==> config.mk <==
export PLATFORM = sky130hd
export DESIGN_NAME = instr_loader
export DESIGN_NICKNAME = d
export VERILOG_FILES = /design/src/rtl/instr_loader.sv
export SDC_FILE = /design/constraint.sdc
export NUM_CORES = 1
export LEC_CHECK = 0
export BUFFER_PORTS_ARGS = -buffer_cell sky130_fd_sc_hd__buf_4
export CORE_MARGIN = 1
export CORE_UTILIZATION = 35
export CTS_BUF_LIST = sky130_fd_sc_hd__clkbuf_4
export DETAILED_ROUTE_END_ITERATION = 8
export PLACE_DENSITY = 0.61
export SLEW_MARGIN = 5
export SYNTH_ARGS = -nofsm -noshare
export SYNTH_HDL_FRONTEND = slang
export SYNTH_SLANG_ARGS = --single-unit
export TNS_END_PERCENT = 30
==> constraint.sdc <==
create_clock -name clk -period 2.35 [get_ports clk]
set_input_delay 0.1175 -clock clk [delete_from_list [all_inputs] [get_ports clk]]
set_output_delay 0.1175 -clock clk [all_outputs]
set_load 0.05 [all_outputs]
==> src/rtl/instr_loader.sv <==
// Instruction-memory loader: fills imem from a valid/ready word stream, then releases the CPU.
// Build option: LOADER_CHECKSUM_EN (the s_last word becomes a checksum of the data words).
// Ports: clk, reset (async, active-high), start (load request pulse),
//   s_valid/s_ready/s_data/s_last (input word stream),
//   mem_we/mem_addr/mem_wdata (imem write port), cpu_hold (CPU reset hold),
//   busy/done/error (load status), word_count (data words written in this load).
module instr_loader #(
    parameter int DATA_W = 19,
    parameter int ADDR_W = 10
) (
    input  logic              clk,
    input  logic              reset,
    input  logic              start,
    input  logic              s_valid,
    output logic              s_ready,
    input  logic [DATA_W-1:0] s_data,
    input  logic              s_last,
    output logic              mem_we,
    output logic [ADDR_W-1:0] mem_addr,
    output logic [DATA_W-1:0] mem_wdata,
    output logic              cpu_hold,
    output logic              busy,
    output logic              done,
    output logic              error,
    output logic [ADDR_W:0]   word_count
);

`ifdef LOADER_CHECKSUM_EN
    typedef enum logic [2:0] {
        S_IDLE, S_LOAD, S_DONE, S_ERROR, S_CHECK
    } state_t;
`else
    typedef enum logic [1:0] {
        S_IDLE, S_LOAD, S_DONE, S_ERROR
    } state_t;
`endif

    // word_count doubles as the write pointer; FULL means DEPTH words stored.
    localparam logic [ADDR_W:0] FULL = {1'b1, {ADDR_W{1'b0}}};

    state_t            state_q, state_d;
    logic              mem_we_q, mem_we_d;
    logic [ADDR_W-1:0] mem_addr_q, mem_addr_d;
    logic [DATA_W-1:0] mem_wdata_q, mem_wdata_d;
    logic              cpu_hold_q, cpu_hold_d;
    logic              busy_q, busy_d;
    logic              done_q, done_d;
    logic              error_q, error_d;
    logic [ADDR_W:0]   count_q, count_d;
`ifdef LOADER_CHECKSUM_EN
    logic [DATA_W-1:0] sum_q, sum_d;
    logic              match_q, match_d;
`endif

    assign s_ready    = (state_q == S_LOAD);
    assign mem_we     = mem_we_q;
    assign mem_addr   = mem_addr_q;
    assign mem_wdata  = mem_wdata_q;
    assign cpu_hold   = cpu_hold_q;
    assign busy       = busy_q;
    assign done       = done_q;
    assign error      = error_q;
    assign word_count = count_q;

    always_comb begin
        state_d     = state_q;
        mem_we_d    = 1'b0;
        mem_addr_d  = mem_addr_q;
        mem_wdata_d = mem_wdata_q;
        cpu_hold_d  = cpu_hold_q;
        busy_d      = busy_q;
        done_d      = done_q;
        error_d     = error_q;
        count_d     = count_q;
`ifdef LOADER_CHECKSUM_EN
        sum_d       = sum_q;
        match_d     = match_q;
`endif
        case (state_q)
            S_IDLE, S_DONE, S_ERROR: begin
                if (start) begin
                    state_d    = S_LOAD;
                    count_d    = '0;
                    done_d     = 1'b0;
                    error_d    = 1'b0;
                    cpu_hold_d = 1'b1;
                    busy_d     = 1'b1;
`ifdef LOADER_CHECKSUM_EN
                    sum_d      = '0;
`endif
                end
            end
            S_LOAD: begin
                if (s_valid) begin
`ifdef LOADER_CHECKSUM_EN
                    // Checksum word is compared, never stored or counted.
                    if (s_last) begin
                        state_d = S_CHECK;
                        match_d = (sum_q == s_data);
                    end else
`endif
                    if (count_q == FULL) begin
                        // Image larger than memory: drop word, abort.
                        state_d = S_ERROR;
                        error_d = 1'b1;
                        busy_d  = 1'b0;
                    end else begin
                        mem_we_d    = 1'b1;
                        mem_addr_d  = count_q[ADDR_W-1:0];
                        mem_wdata_d = s_data;
                        count_d     = count_q + 1'b1;
`ifdef LOADER_CHECKSUM_EN
                        sum_d       = sum_q + s_data;
`else
                        if (s_last) begin
                            state_d    = S_DONE;
                            done_d     = 1'b1;
                            cpu_hold_d = 1'b0;
                            busy_d     = 1'b0;
                        end
`endif
                    end
                end
            end
`ifdef LOADER_CHECKSUM_EN
            S_CHECK: begin
                busy_d = 1'b0;
                if (match_q) begin
                    state_d    = S_DONE;
                    done_d     = 1'b1;
                    cpu_hold_d = 1'b0;
                end else begin
                    state_d = S_ERROR;
                    error_d = 1'b1;
                end
            end
`endif
            default: state_d = S_IDLE;
        endcase
    end

    always_ff @(posedge clk or posedge reset) begin
        if (reset) begin
            state_q     <= S_IDLE;
            mem_we_q    <= 1'b0;
            mem_addr_q  <= '0;
            mem_wdata_q <= '0;
            cpu_hold_q  <= 1'b1;
            busy_q      <= 1'b0;
            done_q      <= 1'b0;
            error_q     <= 1'b0;
            count_q     <= '0;
`ifdef LOADER_CHECKSUM_EN
            sum_q       <= '0;
            match_q     <= 1'b0;
`endif
        end else begin
            state_q     <= state_d;
            mem_we_q    <= mem_we_d;
            mem_addr_q  <= mem_addr_d;
            mem_wdata_q <= mem_wdata_d;
            cpu_hold_q  <= cpu_hold_d;
            busy_q      <= busy_d;
            done_q      <= done_d;
            error_q     <= error_d;
            count_q     <= count_d;
`ifdef LOADER_CHECKSUM_EN
            sum_q       <= sum_d;
            match_q     <= match_d;
`endif
        end
    end

endmodule

==> key figures, run 1 <==
Worst setup path
  • Critical Path Sink Type: register
  • Reg2reg end: done$_DFFE_PP0P_
  • Crit path from: word_count[1]$_DFFE_PP0P_
  • Crit path kind: register to register
  • R2R depth: 7
  • Startpoint types: register
  • FF-to-FF Start: word_count[1]$_DFFE_PP0P_
  • Worst setup path endpoint: done$_DFFE_PP0P_
  • Data required, critical path: 2.61 ns
  • WP data arrival: 2.20 ns
  • Flop2flop setup slack: 0.41 ns
  • Worst-path maximum fanout: 16

CTS
  • Post-CTS Setup Bufs: 0
  • Worst skew pair latency: 0.35 ns
  • Reg clk slew, reported paths: 0.13 ns
  • Num CTS Buffers: 5
  • CTS HTree Levels: 2
  • Clk buf depth: 2
  • Clock Root Buffer: clkbuf_4
  • Clock sink total: 47
  • CTS tree: done

Drt
  • Drt via density: 4.71
  • Total number of vias: 1749
  • WL per Instance: 13.0 microns
  • Drt first-iter violations: 73
  • Final wirelength: 4830 microns
  • Final ANT Viol Nets: 0
  • Drc violations: 0
  • Drt pass-1 iters: 4

Yosys
  • Area leader, netlist: dfrtp_1
  • Synth Warn #: 0
  • Synth Instances: 203
  • Area contributors post-synth: dfrtp_1 (58%), nand2_1 (14%), nand3_1 (3.5%)
  • Number of synthesized register bits: 47
  • Register area share after synthesis: 59.2%
  • Area share of the largest cell type after synthesis: 57.9%
  • Post-Syn Area: 1990 sq um
  • Syn Nets: 229
  • Library cells used by synthesis: 34
  • Avg Cell Area, Syn: 9.79 sq um

Flow run
  • Max_cap viols: 0

Die
  • Die ar.: 5990 sq um
  • Die X: 77.4 microns
  • Initial core utilization: 36.1%
  • # IOs: 70
  • Row count: 27
  • Die Ht: 77.4 microns
  • Core area: 5510 sq um

STA
  • Achievable frequency: 0.516 GHz
  • RSZ-0062 raised after global routing: false
  • Final hold violations: 0
  • Worst relative slew slack: 68.0%
  • Final period utilization: 82.4%
  • Tmin final: 1.94 ns
  • PnR worst setup slack: 0.413 ns
  • Worst Clk Skew: 0.00549 ns
  • Final setup fails: 0
  • Pin slew with the least headroom to its limit: 0.480 ns
  • Final setup TNS: 0 ns
  • Final Max Tran Viols: 0

Layout
  • Antenna diode count: 0
  • Fin nets: 324
  • Post-Route Utilization: 51.6%
  • Layout cell share with drive strength beyond 1: 29.1%
  • P&R area growth vs syn: 42.9%

Power and ir drop
  • Peak supply drop: 0.000616 V
  • Switching pwr: 1.65 mW
  • Design Power: 3.36 mW
  • Clock network power share: 11.3%
  • Internal power: 1.71 mW
  • Combinational share of power: 53.5%
  • Net Sw Frac: 49.0%
  • Leak: 1.50 nW
  • PwrDens: 1180 nW/um^2
  • Seq pwr share: 35.2%

Min path
  • Worst Hold Class: input port to register

Global route
  • Largest net degree at the start of global routing: 35
  • First-pass GRT wire length: 8170 microns
  • GR Util All Layers: 17.5%
  • Gr ovfl total: 0
  • Initial antenna violation count: 0
  • Vias in the first global route: 1694

Outcome
  • Status: finished clean

Placement
  • Pre-CTS WS: 0.438 ns
  • Routability cong.: 0.804
  • DP HPWL: 3210 microns
  • IO Port Bufs: 69
-- flip-flops by register name, indices dropped and copies added, names as in the netlist --
name        count
mem_wdata      19
word_count     11
mem_addr       10
state_q         2
busy            1
cpu_hold        1
done            1
error           1
mem_we          1
-- placed cells by master (no fill, tap or decap), types with 2 or more instances in the layout --
cell	count
o21a_1	3
nand4_1	2
inv_1	5
dfrtp_1	46
xor2_1	3
o21ai_0	8
clkbuf_4	7
dlygate4sd3_1	21
ha_1	2
mux2i_1	2
nand3_1	14
nor2_1	8
and4_1	3
a22o_1	4
nand2_1	76
buf_4	75
-- final cells by class --
| class | instances | area [sq um] |
|---|---|---|
| Fill cell | 514 | 2670 |
| Sequential cell | 47 | 1180 |
| Clock inverter | 1 | 5.00 |
| Timing Repair Buffer | 96 | 773 |
| Tap cell | 72 | 90.1 |
| Clock buffer | 7 | 52.6 |
| Multi-Input combinational cell | 141 | 714 |
| Inverter | 7 | 28.8 |
-- worst min path at each step --
stage / from / to / slack (ns) / depth (start not counted)
floorplan: start / state_q[1]$_DFFE_PP0P_ / 0.21 / 1
global placement: reset / mem_wdata[12]$_DFFE_PP0P_ / 0.09 / 2
detailed placement: reset / mem_wdata[15]$_DFFE_PP0P_ / 0.09 / 2
CTS: s_last / state_q[1]$_DFFE_PP0P_ / 0.06 / 3
global route: s_last / state_q[1]$_DFFE_PP0P_ / 0.10 / 3
finish: s_last / state_q[1]$_DFFE_PP0P_ / 0.07 / 3
-- critical path, cell delays in order (launching register included) --
cell	delay, ns
dfrtp_1	0.45
inv_1	0.13
ha_1	0.17
nor4bb_1	0.27
a31o_1	0.31
buf_4	0.25
nor2_1	0.09
o21a_1	0.17
-- per-layer routing --
metal / vias to the layer above / GRT usage, % / wire (microns)
li1: 860 / - / -
met1: 818 / 23.4 / 2210
met2: 66 / 28.5 / 2280
met3: 5 / 4.59 / 300
met4: 0 / 3.96 / 36
met5: - / 0 / 0
-- power by group through the flow --
stage | Combinational (mW) | Sequential [mW] | Clock (mW)
CTS | 1.81 | 1.19 | 0.395
global route | 1.91 | 1.22 | 0.421
finish | 1.80 | 1.18 | 0.379
floorplan | 0.426 | 2.01 | 0
detailed placement | 1.77 | 1.20 | 0
global placement | 1.77 | 1.20 | 0
-- repair_timing --
| item | in CTS | in global routing |
|---|---|---|
| hold endpoints to repair | 33 | 0 |
| hold buffers | 21 | 0 |
| resized for setup | 0 | 0 |
| setup endpoints to repair | 0 | 0 |
-- cells in the mapped netlist --
cell       instances
o21a_1             3
or3_1              1
and3b_1            1
a22o_1             4
dfrtp_1           46
mux2i_1            2
and4_1             3
inv_4              1
nor4_1             1
inv_1              6
xor2_1             3
o31ai_1            1
and2_1             1
a31o_1             1
o21ai_1            1
o21ai_0            8
nor4bb_1           1
and3_1             1
a21oi_1            1
nand2_1           76
dfstp_2            1
ha_1               2
nand3_1           14
o211ai_1           1
o31ai_2            1
clkbuf_1           1
nand2b_1           1
a2bb2oi_1          1
o311ai_1           1
nand3b_1           1
nor2_1             8
buf_4              4
buf_6              3
nand4_1            2
-- metrics by stage --
stage / instances / instance area, sq um / hold WS [ns]
floorplan: 203 / 1990 / 0.214
global placement: 342 / 2570 / 0.0905
detailed placement: 342 / 2570 / 0.0902
CTS: 371 / 2840 / 0.0552
global route: 371 / 2840 / 0.103
finish: 371 / 2840 / 0.0662
-- kinds of logic (layout without fill, tap and decap cells) --
family	Yosys count	in the layout	share of synthesized area (%)
simple gates	111	111	24.2
flops	47	47	59.2
compound gates	23	23	8.12
buf+inv	15	111	4.85
xor+xnor	3	3	1.32
fa+ha+maj	2	2	1.26
mux	2	2	1.01
Power figures use the tool's default switching activity.
==> run 2, diff against run 1 <==
==> constraint.sdc (replaced) <==
create_clock -name clk -period 2 [get_ports clk]
set_input_delay 0.1 -clock clk [delete_from_list [all_inputs] [get_ports clk]]
set_output_delay 0.1 -clock clk [all_outputs]
set_load 0.05 [all_outputs]
==> run 2 against run 1 <==
  * Maximum frequency rose by 4.7%
  * Critical path type unchanged
  * Cell count increased by 1.6%
  * Via count rose by 0.74%
  * Register-to-register slack worse by 0.26 ns
  * Clock skew up 0.0062 ns
  * Total power up 23%
==> key figures, run 2 (synthesis gave the netlist of run 1 again) <==
Outcome
  • Status: finished clean (unchanged)

CTS
  • Worst skew pair latency: 0.37 ns (was 0.35 ns)
  • Clk buf depth: 2 (unchanged)
  • Reg clk slew, reported paths: 0.15 ns (was 0.13 ns)
  • CTS tree: done (unchanged)
  • Post-CTS Setup Bufs: 0 (unchanged)
  • Clock sink total: 47 (unchanged)
  • Clock Root Buffer: clkbuf_4 (unchanged)
  • Num CTS Buffers: 5 (unchanged)
  • CTS HTree Levels: 2 (unchanged)

STA
  • Pin slew with the least headroom to its limit: 0.761 ns (was 0.480 ns)
  • Worst Clk Skew: 0.0117 ns (was 0.00549 ns)
  • Worst relative slew slack: 49.2% (was 68.0%)
  • RSZ-0062 raised after global routing: false (unchanged)
  • Achievable frequency: 0.540 GHz (was 0.516 GHz)
  • Final Max Tran Viols: 0 (unchanged)
  • Final setup TNS: 0 ns (unchanged)
  • Final setup fails: 0 (unchanged)
  • Tmin final: 1.85 ns (was 1.94 ns)
  • Final period utilization: 92.5% (was 82.4%)
  • Final hold violations: 0 (unchanged)
  • PnR worst setup slack: 0.149 ns (was 0.413 ns)

Drt
  • WL per Instance: 13.1 microns (was 13.0 microns)
  • Drc violations: 0 (unchanged)
  • Drt first-iter violations: 84 (was 73)
  • Drt via density: 4.67 (was 4.71)
  • Drt pass-1 iters: 4 (unchanged)
  • Final wirelength: 4940 microns (was 4830 microns)
  • Total number of vias: 1762 (was 1749)
  • Final ANT Viol Nets: 0 (unchanged)

Die
  • Die ar.: 5990 sq um (unchanged)
  • Die X: 77.4 microns (unchanged)
  • # IOs: 70 (unchanged)
  • Core area: 5510 sq um (unchanged)
  • Initial core utilization: 36.1% (unchanged)
  • Die Ht: 77.4 microns (unchanged)
  • Row count: 27 (unchanged)

Min path
  • Hold depth: 3 (unchanged)
  • Worst Hold Class: input port to register (unchanged)
  • Worst Hold End: state_q[1]$_DFFE_PP0P_ (unchanged)
  • Worst hold start: s_last (unchanged)

Flow run
  • Max_cap viols: 0 (unchanged)

Worst setup path
  • Crit path kind: register to register (unchanged)
  • FF-to-FF Start: word_count[1]$_DFFE_PP0P_ (unchanged)
  • Worst-path maximum fanout: 10 (was 16)
  • WP data arrival: 2.12 ns (was 2.20 ns)
  • Critical Path Sink Type: register (unchanged)
  • Data required, critical path: 2.27 ns (was 2.61 ns)
  • R2R depth: 7 (unchanged)
  • Startpoint types: register (unchanged)
  • Reg2reg end: done$_DFFE_PP0P_ (unchanged)
  • Flop2flop setup slack: 0.15 ns (was 0.41 ns)

Placement
  • Placed Instances: 348 (was 342)
  • DP HPWL: 3340 microns (was 3210 microns)
  • IO Port Bufs: 69 (unchanged)
  • Routability cong.: 0.833 (was 0.804)
  • Pre-CTS WS: 0.216 ns (was 0.438 ns)

Global route
  • Vias in the first global route: 1733 (was 1694)
  • Largest net degree at the start of global routing: 38 (was 35)
  • First-pass GRT wire length: 8200 microns (was 8170 microns)
  • GR Util All Layers: 17.5% (about the same)
  • Initial antenna violation count: 0 (unchanged)
  • Gr ovfl total: 0 (unchanged)

Power and ir drop
  • Design Power: 4.12 mW (was 3.36 mW)
  • Leak: 1.54 nW (was 1.50 nW)
  • Peak supply drop: 0.000513 V (was 0.000616 V)
  • PwrDens: 1420 nW/um^2 (was 1180 nW/um^2)

Layout
  • Antenna diode count: 0 (unchanged)
  • Post-Layout Cell Count: 377 (was 371)
  • Commonest cells after routing, fill and taps aside: buf_4 (81), nand2_1 (76), dfrtp_1 (46) (was nand2_1 (76), buf_4 (75), dfrtp_1 (46))
  • Max reg flops: 19 (unchanged)
  • Area of the multi-input gates: 714 sq um (unchanged)
  • Fin nets: 330 (was 324)
  • Most common cell after layout, fill and taps aside: buf_4 (was nand2_1)
  • Layout cell share with drive strength beyond 1: 30.5% (was 29.1%)
  • FF/Latch Area: 1180 sq um (unchanged)
  • P&R area growth vs syn: 46.4% (was 42.9%)
  • Number of fill cells in the layout: 526 (was 514)
run 2: final cells by class:
type,count,share of cell area (%)
flip-flops and latches,47,40.5
repair buffers,102,28.1
multi-input cells,141,24.5
well taps,72,3.10
clock inverters,3,1.50
clock buffers,5,1.29
inverters,7,0.989
run 2: critical path, stage by stage (launching register included):
cell and delay, ns:
dfrtp_1 0.41, inv_1 0.10, ha_1 0.15, nor4bb_1 0.32, a31o_1 0.31, buf_4 0.21, nor2_1 0.08, o21a_1 0.16
run 2: timing repair:
action / CTS / global route
hold buffers: 21 / 0
setup endpoints to repair: 0 / 0
resized for setup: 0 / 0
endpoints found under the hold margin: 55 / 0
run 2: layer usage:
layer  track usage, %  wire, microns  up-vias
met5                0              0        -
met4             6.79             59        0
met3             3.18            274        6
met2             27.2           2210       61
met1             24.4           2390      822
li1                 -              -      873
run 2: worst max-delay path by stage:
stage,endpoint,cells after the start,startpoint
floorplan,word_count[7]$_DFFE_PP0P_,7,word_count[1]$_DFFE_PP0P_
CTS,done$_DFFE_PP0P_,7,word_count[1]$_DFFE_PP0P_
finish,done$_DFFE_PP0P_,7,word_count[1]$_DFFE_PP0P_
global placement,done$_DFFE_PP0P_,7,word_count[1]$_DFFE_PP0P_
detailed placement,done$_DFFE_PP0P_,7,word_count[1]$_DFFE_PP0P_
global route,word_count[6]$_DFFE_PP0P_,7,word_count[1]$_DFFE_PP0P_
run 2: through the flow:
stage	util [%]	instance area, sq um	hold slack (ns)
3_3_place_gp	47.6	2620	0.292
2_1_floorplan	-	1990	0.196
6_report	52.9	2910	0.0314
4_1_cts	52.9	2910	0.0284
3_5_place_dp	47.6	2620	0.298
5_1_grt	52.9	2910	0.0349
run 2: where the power goes:
group          internal (mW)  switching (mW)  total (mW)  leakage (nW)
sequential              1.23           0.161        1.39         0.607
combinational          0.635            1.51        2.14         0.886
clock                  0.263           0.321       0.584        0.0452
total                   2.13            1.99        4.12          1.54
==> run 3, diff against run 2 <==
--- a/config.mk
+++ b/config.mk
@@ -7,10 +7,10 @@
 export LEC_CHECK = 0
 export BUFFER_PORTS_ARGS = -buffer_cell sky130_fd_sc_hd__buf_4
 export CORE_MARGIN = 1
-export CORE_UTILIZATION = 35
+export CORE_UTILIZATION = 51
 export CTS_BUF_LIST = sky130_fd_sc_hd__clkbuf_4
 export DETAILED_ROUTE_END_ITERATION = 8
-export PLACE_DENSITY = 0.61
+export PLACE_DENSITY = 0.83
 export SLEW_MARGIN = 5
 export SYNTH_ARGS = -nofsm -noshare
 export SYNTH_HDL_FRONTEND = slang
==> run 3 against run 2 <==
  * Register-to-register slack got worse by 0.03 ns
  * Count of clock-buffer cells in the layout unchanged
  * Routed wire length up 6.1%
  * Combinational power about the same
  * Total power rose by 0.41%
  * Core utilization is 25 points higher
  * Die area is 31% lower
  * Cell count fell by 6.4%
  * Maximum frequency shrank 1.7%
  * Via count is 6.0% higher
  * Hold slack improved by 0.0038 ns
  * Sequential cell count is the same
  * Critical path type unchanged
  * Largest cell class unchanged
==> key figures, run 3 (synthesis gave the netlist of run 1 again) <==
Outcome
  • Status: finished clean (unchanged)

STA
  • Tmin final: 1.88 ns (was 1.85 ns)
  • Final Max Tran Viols: 0 (unchanged)
  • Achievable frequency: 0.531 GHz (was 0.540 GHz)
  • Worst Clk Skew: 0.00886 ns (was 0.0117 ns)
  • Final period utilization: 94.2% (was 92.5%)
  • Final hold violations: 0 (unchanged)
  • Final setup fails: 0 (unchanged)
  • RSZ-0062 raised after global routing: false (unchanged)
  • Pin slew with the least headroom to its limit: 0.411 ns (was 0.761 ns)
  • Worst relative slew slack: 72.6% (was 49.2%)
  • Hold WS: 0.0352 ns (was 0.0314 ns)
  • Final setup TNS: 0 ns (unchanged)

CTS
  • Clk buf depth: 2 (unchanged)
  • Clock sink total: 47 (unchanged)
  • Clock Root Buffer: clkbuf_4 (unchanged)
  • Num CTS Buffers: 5 (unchanged)
  • CTS tree: done (unchanged)
  • Worst skew pair latency: 0.37 ns (about the same)
  • Reg clk slew, reported paths: 0.14 ns (was 0.15 ns)
  • CTS HTree Levels: 2 (unchanged)

Die
  • Row count: 22 (was 27)
  • Die X: 64.4 microns (was 77.4 microns)
  • Core area: 3690 sq um (was 5510 sq um)
  • Initial core utilization: 53.9% (was 36.1%)
  • # IOs: 70 (unchanged)
  • Die Ht: 64.4 microns (was 77.4 microns)
  • Die ar.: 4150 sq um (was 5990 sq um)

Layout
  • Commonest cells after routing, fill and taps aside: buf_4 (81), nand2_1 (76), dfrtp_1 (46) (unchanged)
  • Layout cell share with drive strength beyond 1: 30.5% (unchanged)
  • P&R area growth vs syn: 44.9% (was 46.4%)
  • Max reg flops: 19 (unchanged)
  • Antenna diode count: 0 (unchanged)
  • Most common cell after layout, fill and taps aside: buf_4 (unchanged)
  • Fin nets: 330 (unchanged)

Placement
  • IO Port Bufs: 69 (unchanged)
  • DP HPWL: 3410 microns (was 3340 microns)
  • Routability cong.: 0.840 (was 0.833)

Drt
  • Total number of vias: 1867 (was 1762)
  • WL per Instance: 14.8 microns (was 13.1 microns)
  • Drt first-iter violations: 125 (was 84)
  • Drt pass-1 iters: 4 (unchanged)
  • Drt via density: 5.29 (was 4.67)
  • Drc violations: 0 (unchanged)
  • Final wirelength: 5240 microns (was 4940 microns)
  • Final ANT Viol Nets: 0 (unchanged)

Min path
  • Worst Hold Class: input port to register (unchanged)

Worst setup path
  • WP data arrival: 2.18 ns (was 2.12 ns)
  • Data required, critical path: 2.30 ns (was 2.27 ns)
  • Startpoint types: register (unchanged)
  • Reg2reg end: word_count[6]$_DFFE_PP0P_ (was done$_DFFE_PP0P_)
  • Flop2flop setup slack: 0.12 ns (was 0.15 ns)
  • FF-to-FF Start: word_count[1]$_DFFE_PP0P_ (unchanged)
  • Critical Path Sink Type: register (unchanged)
  • Crit path from: word_count[1]$_DFFE_PP0P_ (unchanged)
  • Worst-path maximum fanout: 27 (was 10)
  • R2R depth: 7 (unchanged)
  • Crit path kind: register to register (unchanged)
  • Worst setup path endpoint: word_count[6]$_DFFE_PP0P_ (was done$_DFFE_PP0P_)

Power and ir drop
  • Design Power: 4.14 mW (was 4.12 mW)
  • Net Sw Frac: 48.5% (was 48.3%)
  • Internal power: 2.13 mW (about the same)
  • Combinational share of power: 52.4% (was 52.0%)
  • Clock network power share: 13.9% (was 14.2%)
  • Seq pwr share: 33.8% (about the same)
  • PwrDens: 1440 nW/um^2 (was 1420 nW/um^2)
  • Peak supply drop: 0.000797 V (was 0.000513 V)
  • Leak: 1.54 nW (about the same)
  • Switching pwr: 2.00 mW (was 1.99 mW)

Global route
  • Vias in the first global route: 1790 (was 1733)
  • First-pass GRT wire length: 8400 microns (was 8200 microns)
  • GR Util All Layers: 27.5% (was 17.5%)
  • Gr ovfl total: 0 (unchanged)
  • Largest net degree at the start of global routing: 28 (was 38)
  • Initial antenna violation count: 0 (unchanged)

Flow run
  • Max_cap viols: 0 (unchanged)
-- run 3: per-layer routing --
metal  vias up  global-route usage [%]  share of wire (%)
met3        24                    6.87                5.7
met5         -                       0                  0
met1       885                    32.1                 40
met2        78                    46.4                 50
met4         0                    15.0                4.4
li1        880                       -                  -
-- run 3: metrics by stage --
step	util (%)	setup WS (ns)	cells	cell area [sq um]
floorplan	-	0.0197	203	1990
global placement	70.2	0.298	324	2590
detailed placement	70.2	0.209	324	2590
CTS	78.1	0.140	353	2880
global route	78.1	0.0241	353	2880
finish	78.1	0.116	353	2880
-- run 3: how the worst min path moves through the flow --
stage	from	cells after the start	slack, ns	end
floorplan	start	1	0.20	state_q[1]$_DFFE_PP0P_
global placement	reset	2	0.11	mem_wdata[3]$_DFFE_PP0P_
detailed placement	reset	2	0.12	mem_wdata[3]$_DFFE_PP0P_
CTS	s_last	3	0.04	state_q[1]$_DFFE_PP0P_
global route	s_last	3	0.04	state_q[1]$_DFFE_PP0P_
finish	s_last	3	0.04	state_q[1]$_DFFE_PP0P_
-- run 3: worst max-delay path, cell delays in order (launching register included) --
cell and delay [ns]:
dfrtp_1 0.41, inv_1 0.10, ha_1 0.15, nor4bb_1 0.28, a31o_1 0.31, inv_4 0.16, nand3_1 0.18, mux2i_1 0.21
-- run 3: power by group through the flow --
stage               logic (mW)  registers (mW)  clock network (mW)
global placement          2.09            1.40                   0
detailed placement        2.13            1.41                   0
floorplan                0.500            2.37                   0
finish                    2.17            1.40               0.574
CTS                       2.16            1.40               0.571
global route              2.29            1.43               0.638
-- run 3: final cells by class --
class	instances	area, sq um
fillers	262	808
clock inverters	3	43.8
clock buffers	5	37.5
repair buffers	102	818
multi-input cells	141	714
well taps	48	60.1
inverters	7	28.8
flip-flops and latches	47	1180
-- run 3: repair_timing --
action,CTS,global route
resized for setup,0,0
hold buffers,21,0
endpoints found under the setup margin,0,1
endpoints found under the hold margin,36,0
buffers inserted,0,0
